$ cat src/rtl/fetch_sequencer.sv
// Two-byte instruction fetch sequencer: reads upper byte at pc, lower at pc+1,
// pulsing the IR load strobes, with a per-byte ack timeout and sticky error flag.
module fetch_sequencer #(
  parameter int TIMEOUT = 15
) (
  input  logic       clk,
  input  logic       reset,
  input  logic       start,
  input  logic       pc_load,
  input  logic [7:0] pc_load_val,
  input  logic       mem_ack,
  input  logic [7:0] mem_rdata,
  output logic       mem_req,
  output logic [7:0] pc_out,
  output logic [7:0] mdr_data,
  output logic       load_iru,
  output logic       load_irl,
  output logic       busy,
  output logic       done,
  output logic       error
);

  typedef enum logic [2:0] {IDLE, REQ_HI, LOAD_HI, REQ_LO, LOAD_LO, DONE} state_t;

  // Last wait cycle index; an ack on this cycle still counts as success.
  localparam logic [7:0] WAIT_LAST = 8'(TIMEOUT - 1);

  state_t     state;
  logic [7:0] pc;
  logic [7:0] wait_cnt;

  always_ff @(posedge clk or negedge reset) begin
    if (!reset) begin
      state    <= IDLE;
      pc       <= 8'h00;
      mdr_data <= 8'h00;
      wait_cnt <= 8'h00;
      error    <= 1'b0;
    end else begin
      case (state)
        IDLE: begin
          if (pc_load) begin
            pc <= pc_load_val;
          end else if (start) begin
            error    <= 1'b0;
            wait_cnt <= 8'h00;
            state    <= REQ_HI;
          end
        end
        REQ_HI, REQ_LO: begin
          if (mem_ack) begin
            mdr_data <= mem_rdata;
            pc       <= pc + 8'd1;
            wait_cnt <= 8'h00;
            state    <= (state == REQ_HI) ? LOAD_HI : LOAD_LO;
          end else if (wait_cnt == WAIT_LAST) begin
            error    <= 1'b1;
            wait_cnt <= 8'h00;
            state    <= IDLE;
          end else begin
            wait_cnt <= wait_cnt + 8'd1;
          end
        end
        LOAD_HI: state <= REQ_LO;
        LOAD_LO: state <= DONE;
        DONE:    state <= IDLE;
        default: state <= IDLE;
      endcase
    end
  end

  // Strobes decode straight from state so an async reset clears them at once.
  assign mem_req  = (state == REQ_HI) || (state == REQ_LO);
  assign load_iru = (state == LOAD_HI);
  assign load_irl = (state == LOAD_LO);
  assign done     = (state == DONE);
  assign busy     = (state != IDLE);
  assign pc_out   = pc;

endmodule

$ cat config.mk
export PLATFORM = sky130hd
export DESIGN_NAME = fetch_sequencer
export DESIGN_NICKNAME = d
export VERILOG_FILES = /design/src/rtl/fetch_sequencer.sv
export SDC_FILE = /design/constraint.sdc
export NUM_CORES = 1
export LEC_CHECK = 0
export CAP_MARGIN = 10
export CORE_MARGIN = 2
export CORE_UTILIZATION = 50
export CTS_CLUSTER_DIAMETER = 80
export DETAILED_ROUTE_END_ITERATION = 10
export MAX_ROUTING_LAYER = met4
export PLACE_DENSITY = 0.84
export SYNTH_ARGS = -nofsm -noshare
export SYNTH_HDL_FRONTEND = slang
export SYNTH_SLANG_ARGS = --single-unit
$ cat constraint.sdc
create_clock -name clk -period 2.86 [get_ports clk]
set_input_delay 0.286 -clock clk [delete_from_list [all_inputs] [get_ports clk]]
set_output_delay 0.286 -clock clk [all_outputs]
set_load 0.01 [all_outputs]
==> flow_summary.json <==
{
  "p_seq_frac": 0.373,
  "drc": 0,
  "clk_latency_ps": 330,
  "final_nets": 220,
  "numCtsBuffers": 3,
  "coreArea_um2": 2781,
  "crit_type": "register to output port",
  "clock-sinks": 28,
  "drive_above_1_share": 0.1026,
  "placed_cells": 222,
  "crit_chain": "nand2b_1, clkinv_1, clkdlybuf4s50_1",
  "diodes": 0,
  "clock_path_buffers": 2,
  "synth_cells": 154,
  "endpoint_kind": "output port",
  "tightest_slew_ps": 434.8,
  "instances_no_fill": 226,
  "grt_remaining_overflow": 0,
  "syn_nets": 178,
  "cts_setup_buffers": 0,
  "synth_common_cells": "28 x dfrtp_1, 17 x nand2_1, 14 x a21oi_1, 11 x o21ai_0, 9 x nand3_1",
  "drt-initial-drc-count": 92,
  "synthArstFlopShare": 1.000,
  "finalWirelength_um": 3299,
  "fin_worst_skew_ps": 11.88,
  "path_max_fanout": 19,
  "drtAntennaViolNets": 0,
  "ctsResizeCount": 0,
  "p_sw_frac": 0.4008,
  "max-vdd-ir-drop_uv": 673.2,
  "synth-edff-count": 0,
  "ys_seq_elements": 28,
  "area_growth_syn_to_layout_pct": 31.58,
  "slowest_delay_ps": 610,
  "place_ws_ps": 708.3,
  "synth_area_leader_cell": "dfrtp_1",
  "grt_first_pass_wirelength_um": 5506,
  "p_clk_frac": 0.099,
  "antenna_found_initial": 0,
  "worst_slack_ps": 321.3,
  "worst-endpoint-arrival_ps": 2250,
  "pin_count": 43,
  "io_buffer_count": 42,
  "clock.fmax_mhz": 393.9,
  "worstHoldPathType": "input pin to asynchronous set/reset pin",
  "ys.flop_type": "dfrtp_1",
  "ys_types": 38,
  "synth_top_area_frac": 0.4754,
  "p_switching_mw": 0.7624,
  "synth_area_leaders": "dfrtp_1 48%, mux2_2 6.1%, a21oi_1 4.8%",
  "routabilityCongestion": 0.8132,
  "syn_area_per_cell_um2": 9.571,
  "worstPathRequired_ps": 2570,
  "die_x_um": 58.30,
  "tns_ps": 0,
  "htreeDepth": 1,
  "yosysMostFrequentCell": "dfrtp_1",
  "p_leak_nw": 0.8242,
  "ctsHoldBuffers": 0,
  "via_per_inst": 5.792,
  "utilization": 0.6973,
  "start_util": 0.5299,
  "hold_viol": 0,
  "first_pass_iters": 4,
  "total_power_mw": 1.902,
  "cap_violations": 0,
  "syn-cell-area_um2": 1474,
  "p_int_mw": 1.140,
  "pwr-share-comb": 0.527,
  "clkTransAtPathRegs_ps": 150,
  "cellPowerDensity_nw_per_um2": 980.7,
  "fp.dieH_um": 58.30,
  "setup_viol": 0,
  "fp.dieArea_um2": 3398,
  "grt_usage": 0.2148,
  "min_period_ps": 2539,
  "status": "finished, final reports clean",
  "min_period_over_period": 0.8877,
  "grt_pass1_vias": 1210,
  "rsz0062_at_grt": "no",
  "vias": 1309,
  "wl_per_cell_um": 14.60,
  "critPathLaunchType": "register",
  "crit_slowest_cell": "clkdlybuf4s50_1",
  "cts-root-buf": "clkbuf_4",
  "yosysSeqAreaShare": 0.4754,
  "cts_tree": "done",
  "rows": 19,
  "slew_headroom": 0.7083,
  "yosysWarnings": 0,
  "grt_max_degree": 29,
  "drv_slew": 0,
  "post-dp-hpwl_um": 2528
}
==> through the flow <==
stage,instance area (um^2),hold slack [ps]
4_1_cts,1939,322.2
3_5_place_dp,1903,478.1
3_3_place_gp,1903,477.4
5_1_grt,1939,339.0
6_report,1939,307.4
2_1_floorplan,1474,-9.591
==> registers in the layout, indices dropped and copies added, names as in the netlist <==
signal and cells:
error 1, state 3, wait_cnt 8, mdr_data 8, pc_out 8
==> final timing paths <==
path / depth (start not counted) / start / slack, ps / endpoint
hold / removal: 2 / reset / 310 / pc_out[5]$_DFFE_PN0P_
setup reg to reg: 4 / state[2]$_DFFE_PN0P_ / 730 / mdr_data[4]$_DFFE_PN0P_
setup / recovery: 3 / state[2]$_DFFE_PN0P_ / 320 / mem_req
hold reg to reg: 1 / wait_cnt[7]$_DFFE_PN0P_ / 500 / wait_cnt[7]$_DFFE_PN0P_
max in group asynchronous: 2 / reset / 2270 / mdr_data[1]$_DFFE_PN0P_
min in group clk: 1 / wait_cnt[7]$_DFFE_PN0P_ / 500 / wait_cnt[7]$_DFFE_PN0P_
==> metal layers <==
| layer | GRT usage | part of all wire |
|---|---|---|
| met1 | 0.2785 | 0.43 |
| met2 | 0.3515 | 0.51 |
| met3 | 0.02857 | 0.048 |
| met4 | 0.06645 | 0.012 |
| met5 | - | 0 |
==> power groups by stage <==
stage	registers [mW]	logic [mW]	clock network (mW)
final	0.710	1.00	0.189
after detailed placement	0.717	1.00	0
after floorplan	0.708	0.600	0
after global placement	0.701	0.973	0
after global routing	0.735	1.10	0.214
after CTS	0.707	1.01	0.195
==> cells by family (layout without fill, tap and decap cells) <==
group,after synthesis,in the layout,share of synthesized area
fa+ha+maj,3,3,0.02547
flops,28,28,0.4754
compound gates,46,46,0.1978
buf+inv,14,55,0.04838
mux,9,9,0.06791
simple gates,54,54,0.1851
==> cell type report <==
class | instances | area, um^2
clock buffer | 4 | 36.28
fill | 210 | 842.1
inverter | 7 | 26.28
multi-input combinational | 112 | 701.9
sequential | 28 | 700.7
tap | 31 | 38.79
timing repair buffer | 44 | 435.4
==> critical path: cells and delay by family, from the launching register on <==
kind                   cells  cell delay [ps]
buffers and inverters      2             1040
DFF                        1              580
and+or+nand+nor            1              300
==> placed cells by master, fill, tap and decap left out <==
cell,Yosys,final
or3_1,2,2
mux2_2,8,8
inv_1,6,6
clkbuf_4,0,3
dfrtp_1,28,28
a21oi_4,1,1
a22oi_1,2,2
o31ai_1,1,1
a211oi_1,1,1
o32ai_1,1,1
nand2b_1,3,3
nand2_1,17,17
nor2b_1,1,1
buf_4,0,2
clkinv_1,1,1
clkbuf_8,0,1
mux2i_1,1,1
and4b_1,1,1
nor3_1,4,4
nand4_1,1,1
a21oi_1,14,14
a2bb2oi_1,1,1
a31o_2,2,2
nor2_1,8,8
a21o_1,2,2
nand2_2,1,1
nor3b_1,4,4
o22ai_1,2,2
o21ai_0,11,11
clkdlybuf4s50_1,0,42
a31oi_1,4,4
nand3_1,9,9
a22o_1,2,2
o21bai_1,1,1
o21a_1,1,1
and3_1,1,1
ha_1,3,3
or3b_4,1,1
or2_2,1,1
No activity file was read; power rests on OpenSTA's default activity.
